**config.mk**
```make
export PLATFORM = sky130hd
export DESIGN_NAME = fifo_frame_lcl_flat
export DESIGN_NICKNAME = d
export VERILOG_FILES = /design/src/rtl/fifo_frame_lcl_if.sv /design/src/rtl/fifo_frame_lcl.sv /design/src/flat_wrapper.sv
export SDC_FILE = /design/constraint.sdc
export NUM_CORES = 2
export LEC_CHECK = 0
export CORE_ASPECT_RATIO = 2
export CORE_MARGIN = 8
export CORE_UTILIZATION = 60
export CTS_CLUSTER_DIAMETER = 120
export DETAILED_ROUTE_END_ITERATION = 12
export GPL_ROUTABILITY_DRIVEN = 0
export PLACE_DENSITY = 0.77
export SETUP_SLACK_MARGIN = 0.15
export SYNTH_ARGS = -nofsm -noshare
export SYNTH_HDL_FRONTEND = slang
export SYNTH_SLANG_ARGS = --single-unit
```
**constraint.sdc**
```tcl
create_clock -name clk -period 5.81 [get_ports clk]
set_input_delay 0.8715 -clock clk [delete_from_list [all_inputs] [get_ports clk]]
set_output_delay 0.8715 -clock clk [all_outputs]
set_load 0.1 [all_outputs]
```
**src/rtl/fifo_frame_lcl_if.sv**
```systemverilog
// Handshake/status bundle between a frame producer/consumer (master) and the frame FIFO (slave).
interface fifo_frame_lcl_if #(
  parameter int DW = 64,
  parameter int AW = 5,
  parameter int LW = 16
);
  logic          den;
  logic [DW-1:0] din;
  logic          iend;
  logic          irdy;
  logic          rdrq;
  logic [DW-1:0] dout;
  logic          dv;
  logic          olast;
  logic          ordy;
  logic          flush;
  logic          empty;
  logic          full;
  logic [AW:0]   cnt;
  logic [LW-1:0] frm_len;
  logic          ovfl;
  logic          udfl;

  modport master (
    output den, din, iend, rdrq,
    input  irdy, dout, dv, olast, ordy, flush, empty, full, cnt, frm_len, ovfl, udfl
  );

  modport slave (
    input  den, din, iend, rdrq,
    output irdy, dout, dv, olast, ordy, flush, empty, full, cnt, frm_len, ovfl, udfl
  );
endinterface

```
**src/rtl/fifo_frame_lcl.sv**
```systemverilog
// Frame-aware FIFO: cut-through or store-and-forward, with watermark-driven
// irdy/ordy flow control, frame length capture and sticky over/underflow flags.
module fifo_frame_lcl #(
  parameter int DW     = 64,
  parameter int AW     = 5,
  parameter int LW     = 16,
  parameter int IH_LIM = 26,
  parameter int IL_LIM = 16,
  parameter int OH_LIM = 16,
  parameter int OL_LIM = 4,
  parameter int SF     = 0
) (
  input  logic            clk,
  input  logic            rst,
  input  logic            clr,
  fifo_frame_lcl_if.slave bus
);
  localparam int          DEPTH   = 1 << AW;
  localparam logic [AW:0] C_DEPTH = (AW+1)'(DEPTH);
  localparam logic [AW:0] C_IH    = (AW+1)'(IH_LIM);
  localparam logic [AW:0] C_IL    = (AW+1)'(IL_LIM);
  localparam logic [AW:0] C_OH    = (AW+1)'(OH_LIM);
  localparam logic [AW:0] C_OL    = (AW+1)'(OL_LIM);

  logic [DW-1:0] r_mem [0:DEPTH-1];
  logic [AW-1:0] r_wptr, r_rptr;
  logic [AW:0]   r_cnt;
  logic [LW-1:0] r_icnt, r_ocnt, r_frm_len;
  logic [DW-1:0] r_dout;
  logic          r_dv, r_flush, r_ovfl, r_udfl, r_irdy, r_ordy;

  logic w_kill, w_empty, w_full, w_wr, w_rd, w_olast, w_irdy, w_ordy;

  // Access qualification and combinational flow-control outputs
  always_comb begin
    w_kill  = rst | clr;
    w_empty = (r_cnt == '0);
    w_full  = (r_cnt == C_DEPTH);
    w_wr    = bus.den  & ~w_full  & ~w_kill;
    w_rd    = bus.rdrq & ~w_empty & ~w_kill;
    w_olast = w_rd & r_flush & (r_ocnt == (r_icnt - LW'(1)));

    // Watermark hysteresis: between the limits the previous decision is held.
    w_irdy = r_irdy;
    if (w_kill)                    w_irdy = 1'b0;
    else if (r_flush | bus.iend)   w_irdy = 1'b0;
    else if (r_cnt <= C_IL)        w_irdy = 1'b1;
    else if (r_cnt >= C_IH)        w_irdy = 1'b0;

    w_ordy = r_ordy;
    if (w_kill)                    w_ordy = 1'b0;
    else if (r_flush)              w_ordy = ~w_olast;
    else if (SF != 0)              w_ordy = 1'b0;
    else if (r_cnt <= C_OL)        w_ordy = 1'b0;
    else if (r_cnt >= C_OH)        w_ordy = 1'b1;
  end

  // Storage array: data only, never cleared
  always_ff @(posedge clk) begin
    if (w_wr) r_mem[r_wptr] <= bus.din;
  end

  // Pointer, occupancy, frame and status registers
  always_ff @(posedge clk) begin
    if (w_kill) begin
      r_wptr    <= '0;
      r_rptr    <= '0;
      r_cnt     <= '0;
      r_icnt    <= '0;
      r_ocnt    <= '0;
      r_frm_len <= '0;
      r_dout    <= '0;
      r_dv      <= 1'b0;
      r_flush   <= 1'b0;
      r_ovfl    <= 1'b0;
      r_udfl    <= 1'b0;
      r_irdy    <= 1'b0;
      r_ordy    <= 1'b0;
    end else begin
      if (w_wr) r_wptr <= r_wptr + AW'(1);
      if (w_rd) begin
        r_rptr <= r_rptr + AW'(1);
        r_dout <= r_mem[r_rptr];
      end
      r_cnt  <= r_cnt + (AW+1)'(w_wr) - (AW+1)'(w_rd);
      r_dv   <= w_rd;
      if (bus.den & w_full)   r_ovfl <= 1'b1;
      if (bus.rdrq & w_empty) r_udfl <= 1'b1;

      if (w_olast) begin
        r_icnt <= '0;
        r_ocnt <= '0;
      end else begin
        r_icnt <= r_icnt + LW'(w_wr);
        r_ocnt <= r_ocnt + LW'(w_rd);
      end

      // A write landing in the iend cycle still belongs to the closing frame.
      if (w_olast) begin
        r_flush <= 1'b0;
      end else if (bus.iend & ~r_flush) begin
        r_flush   <= 1'b1;
        r_frm_len <= r_icnt + LW'(w_wr);
      end

      r_irdy <= w_irdy;
      r_ordy <= w_ordy;
    end
  end

  assign bus.irdy    = w_irdy;
  assign bus.ordy    = w_ordy;
  assign bus.olast   = w_olast;
  assign bus.dout    = r_dout;
  assign bus.dv      = r_dv;
  assign bus.flush   = r_flush;
  assign bus.empty   = w_empty;
  assign bus.full    = w_full;
  assign bus.cnt     = r_cnt;
  assign bus.frm_len = r_frm_len;
  assign bus.ovfl    = r_ovfl;
  assign bus.udfl    = r_udfl;
endmodule

```
**src/flat_wrapper.sv**
```systemverilog
// flat-port wrapper written by rule: the top's interface ports become plain ports
module fifo_frame_lcl_flat 
#(
  parameter int DW     = 64,
  parameter int AW     = 5,
  parameter int LW     = 16,
  parameter int IH_LIM = 26,
  parameter int IL_LIM = 16,
  parameter int OH_LIM = 16,
  parameter int OL_LIM = 4,
  parameter int SF     = 0
)
  (clk, rst, clr, bus_den, bus_din, bus_iend, bus_rdrq, bus_irdy, bus_dout, bus_dv, bus_olast, bus_ordy, bus_flush, bus_empty, bus_full, bus_cnt, bus_frm_len, bus_ovfl, bus_udfl);
  fifo_frame_lcl_if #(.DW(DW), .AW(AW), .LW(LW)) bus_i ();
  input  logic clk;
  input  logic rst;
  input  logic clr;
  input wire logic [$bits(bus_i.den)-1:0] bus_den;
  input wire logic [$bits(bus_i.din)-1:0] bus_din;
  input wire logic [$bits(bus_i.iend)-1:0] bus_iend;
  input wire logic [$bits(bus_i.rdrq)-1:0] bus_rdrq;
  output wire logic [$bits(bus_i.irdy)-1:0] bus_irdy;
  output wire logic [$bits(bus_i.dout)-1:0] bus_dout;
  output wire logic [$bits(bus_i.dv)-1:0] bus_dv;
  output wire logic [$bits(bus_i.olast)-1:0] bus_olast;
  output wire logic [$bits(bus_i.ordy)-1:0] bus_ordy;
  output wire logic [$bits(bus_i.flush)-1:0] bus_flush;
  output wire logic [$bits(bus_i.empty)-1:0] bus_empty;
  output wire logic [$bits(bus_i.full)-1:0] bus_full;
  output wire logic [$bits(bus_i.cnt)-1:0] bus_cnt;
  output wire logic [$bits(bus_i.frm_len)-1:0] bus_frm_len;
  output wire logic [$bits(bus_i.ovfl)-1:0] bus_ovfl;
  output wire logic [$bits(bus_i.udfl)-1:0] bus_udfl;
  assign bus_i.den = bus_den;
  assign bus_i.din = bus_din;
  assign bus_i.iend = bus_iend;
  assign bus_i.rdrq = bus_rdrq;
  assign bus_irdy = bus_i.irdy;
  assign bus_dout = bus_i.dout;
  assign bus_dv = bus_i.dv;
  assign bus_olast = bus_i.olast;
  assign bus_ordy = bus_i.ordy;
  assign bus_flush = bus_i.flush;
  assign bus_empty = bus_i.empty;
  assign bus_full = bus_i.full;
  assign bus_cnt = bus_i.cnt;
  assign bus_frm_len = bus_i.frm_len;
  assign bus_ovfl = bus_i.ovfl;
  assign bus_udfl = bus_i.udfl;
  fifo_frame_lcl #(.DW(DW), .AW(AW), .LW(LW), .IH_LIM(IH_LIM), .IL_LIM(IL_LIM), .OH_LIM(OH_LIM), .OL_LIM(OL_LIM), .SF(SF)) u_core (.clk(clk), .rst(rst), .clr(clr), .bus(bus_i));
endmodule
```
==> out/qor.csv <==
metric,value,unit
CP Launch Point,u_core.r_icnt[6]$_SDFF_PP0_,
launch point of the worst reg-to-reg path,u_core.bus.cnt[3]$_SDFF_PN0_,
vias per cell,6.80,
fin crit share,83.2,%
Setup crit end kind,output pin,
Final setup viols,0,
synth warn,0,
Clock Path Buffers,4,
CP Data Arrival Time,3960,ps
Setup CP Type,flop to output pin,
area grow syn2layout,13.0,%
Overall Power,0.0316,W
non-filler cells in the finished layout,6079,
Die ar.,152000,sq um
placed insts,5758,
cells on worst reg2reg path,9,
filler cell count,8211,
TritonCTS clock tree,yes,
GRT Residual Overflow,0,
pwr dens,335,nW/um^2
XOR/XNOR share of the synthesized area,0.588,%
synthesized instance count,3814,
cts repair resizes,0,
vias in the first global route,42900,
Worst IR Drop VDD,0.316,mV
Synth Area in Compound Gates,2.29,%
Root Driver,clkbuf_16,
wire length per cell,34.9,um
syn avg cell area,21.9,sq um
Synth Area in Adders,0.384,%
Clock Skew,46.0,ps
Detail Route Antenna Nets,0,
clk slew on worst S/H paths,70,ps
Vert. Die Dim,543,um
final net count,4182,
share of layout cells above drive strength 1,25.4,%
Starting Density,60.4,%
largest net degree at the start of global routing,110,
H-tree levels,4,
Leak,28.2,nW
r2r setup slk,2120,ps
Post-Syn Area,83400,sq um
Synth area leader,edfxtp_1,
CTS Buf Count,179,
Synth area leaders,"edfxtp_1, mux4_2, dfxtp_1",
sequential area share after synthesis,76.9,%
Slew Limit Fails,0,
clock sink count,2182,
minimum clock period,4840,ps
die width,280,um
mux share of post-synthesis cell area,17.0,%
vias post-DR,41300,
top cell type's share of synthesized area,73.7,%
DRT Pass-1 Iters,10,
antenna violations before repair,7,
RSZ-0062 raised after global routing,no,
clock network latency to the later pin of the worst-skew pair,820,ps
post-synth cell types,54,
row count,193,
Worst Path Max Fanout,21,
# port buffers,164,
area of the core,138000,sq um
Slew HR,8.53,%
"EDFF count, synth",2048,
"Primary FF master, synth",edfxtp_1,
Ports,165,
DRC Markers,2,
final WL,212000,um
cts hold-fix bufs,0,
post-synthesis async set-or-reset flop share,0,%
Post-CTS Setup Bufs,0,
Synthesized Nets,3909,
f_max,207,MHz
Final Hold Vio Count,0,
Worst Hold Class,flop to flop,
Max-Cap Viols,0,
Iter 0 DRT Violations,4729,
synthesized flop and latch total,2182,
simple-gate share of the synthesized area,1.72,%
Critical Path RT,4940,ps
run status,"complete, but fails checks",
CP endpoint,bus_olast,
failing checks,design-rule violations,
largest family of logic cells by synthesized area,multiplexers,
Worst setup SP type,flop,
HPWL after DPL,122000,um
GRT Overall Usage,27.8,%
hold_sp,u_core.bus.dout[58]$_SDFFE_PN0P_,
first-pass GRT wire length,302000,um
worst flop-to-flop path endpoint,u_core.r_mem[30][11]$_DFFE_PP_,
worst-margin pin slew,1370,ps
[power breakdown]
part	leakage, nW	internal (W)	switching, W
Sequential	19.5	0.0172	0.0000681
Combinational	5.84	0.000688	0.00126
Clock	2.86	0.00692	0.00543
Total	28.2	0.0248	0.00676
[layout make-up]
| class | instances | area, sq um | share of cell area, % |
|---|---|---|---|
| Multi-Input combinational cell | 1395 | 18600 | 19.8 |
| Sequential cell | 2182 | 64200 | 68.1 |
| Inverter | 20 | 75.1 | 0.0797 |
| Clock inverter | 91 | 1040 | 1.10 |
| Timing Repair Buffer | 309 | 3110 | 3.30 |
| Antenna cell | 4 | 10.0 | 0.0106 |
| Tap cell | 1852 | 2320 | 2.46 |
| Clock buffer | 226 | 4860 | 5.16 |
[worst max-delay path, cell delays in order, from the launching register on]
cell,delay [ps]
dfxtp_1,380
or4_1,720
or2_2,390
nor4_1,270
o21ai_1,110
a2bb2oi_2,790
and2_1,290
buf_12,190
[cell usage after synthesis, types with 10 or more instances]
library cell / number
a211oi_1: 63
a21oi_1: 77
buf_1: 47
buf_2: 30
clkbuf_1: 139
dfxtp_1: 134
edfxtp_1: 2048
ha_1: 24
inv_1: 20
mux2_2: 29
mux2i_1: 87
mux4_2: 576
nand2_1: 93
nand3_1: 14
nand4_1: 10
nor2_1: 124
nor2b_1: 19
o211ai_1: 15
o21ai_0: 75
o22ai_1: 40
o31ai_1: 10
xnor2_1: 30
xor2_1: 26
[cells by family after synthesis]
logic type	Yosys count
buf+inv	237
simple gates	313
fa+ha+maj	25
mux	692
xor+xnor	56
flops	2182
compound gates	309
[metrics by stage]
step | utilization, % | setup TNS [ps] | setup WS (ps) | hold WS (ps) | instance area (sq um)
after CTS | 68.2 | 0 | 977 | 463 | 94200
after global routing | 68.2 | 0 | 822 | 482 | 94200
final | 68.2 | 0 | 975 | 462 | 94200
after global placement | 64.0 | 0 | 1570 | 435 | 88300
after detailed placement | 64.0 | 0 | 1580 | 445 | 88300
after floorplan | - | -249910 | -149 | 514 | 83500
[flip-flops by register name, summed over array words and instances, names as in the netlist]
signal,count
u_core.bus.cnt,6
u_core.r_irdy,1
u_core.bus.udfl,1
u_core.bus.dout,64
u_core.r_ocnt,16
u_core.bus.frm_len,16
u_core.r_icnt,16
u_core.r_ordy,1
u_core.bus.flush,1
u_core.bus.dv,1
u_core.r_wptr,5
u_core.bus.ovfl,1
u_core.r_rptr,5
u_core.r_mem,2048
[placed cells by master, fill, tap and decap left out, drive strengths merged, types with 24 or more instances in the layout]
cell / netlist / routed
mux2: 29 / 29
a21oi: 77 / 77
nand2: 93 / 93
o21ai: 76 / 76
xnor2: 30 / 30
buf: 78 / 148
clkinv: 0 / 53
xor2: 26 / 26
clkdlybuf4s50: 0 / 161
clkbuf: 139 / 226
edfxtp: 2048 / 2048
mux4: 576 / 576
mux2i: 87 / 87
nor2: 124 / 124
dfxtp: 134 / 134
ha: 24 / 24
a211oi: 63 / 63
o22ai: 40 / 40
[how the worst min path moves through the flow]
stage,to,slack (ps),cells past startpoint
2_1_floorplan,u_core.r_irdy$_SDFF_PN0_,510,2
4_1_cts,u_core.bus.dout[58]$_SDFFE_PN0P_,460,2
5_1_grt,u_core.bus.dout[7]$_SDFFE_PN0P_,480,2
6_report,u_core.bus.dout[58]$_SDFFE_PN0P_,460,2
3_5_place_dp,u_core.bus.dout[58]$_SDFFE_PN0P_,440,2
3_3_place_gp,u_core.bus.dout[58]$_SDFFE_PN0P_,430,2
[metal layers]
metal	up-vias	GRT usage, %	part of all wire [%]
met5	-	0	0.022
met1	21700	32.7	33
li1	16500	-	-
met2	2610	49.9	54
met4	6	13.1	5.3
met3	554	4.51	8.4
Power figures use the tool's default switching activity.
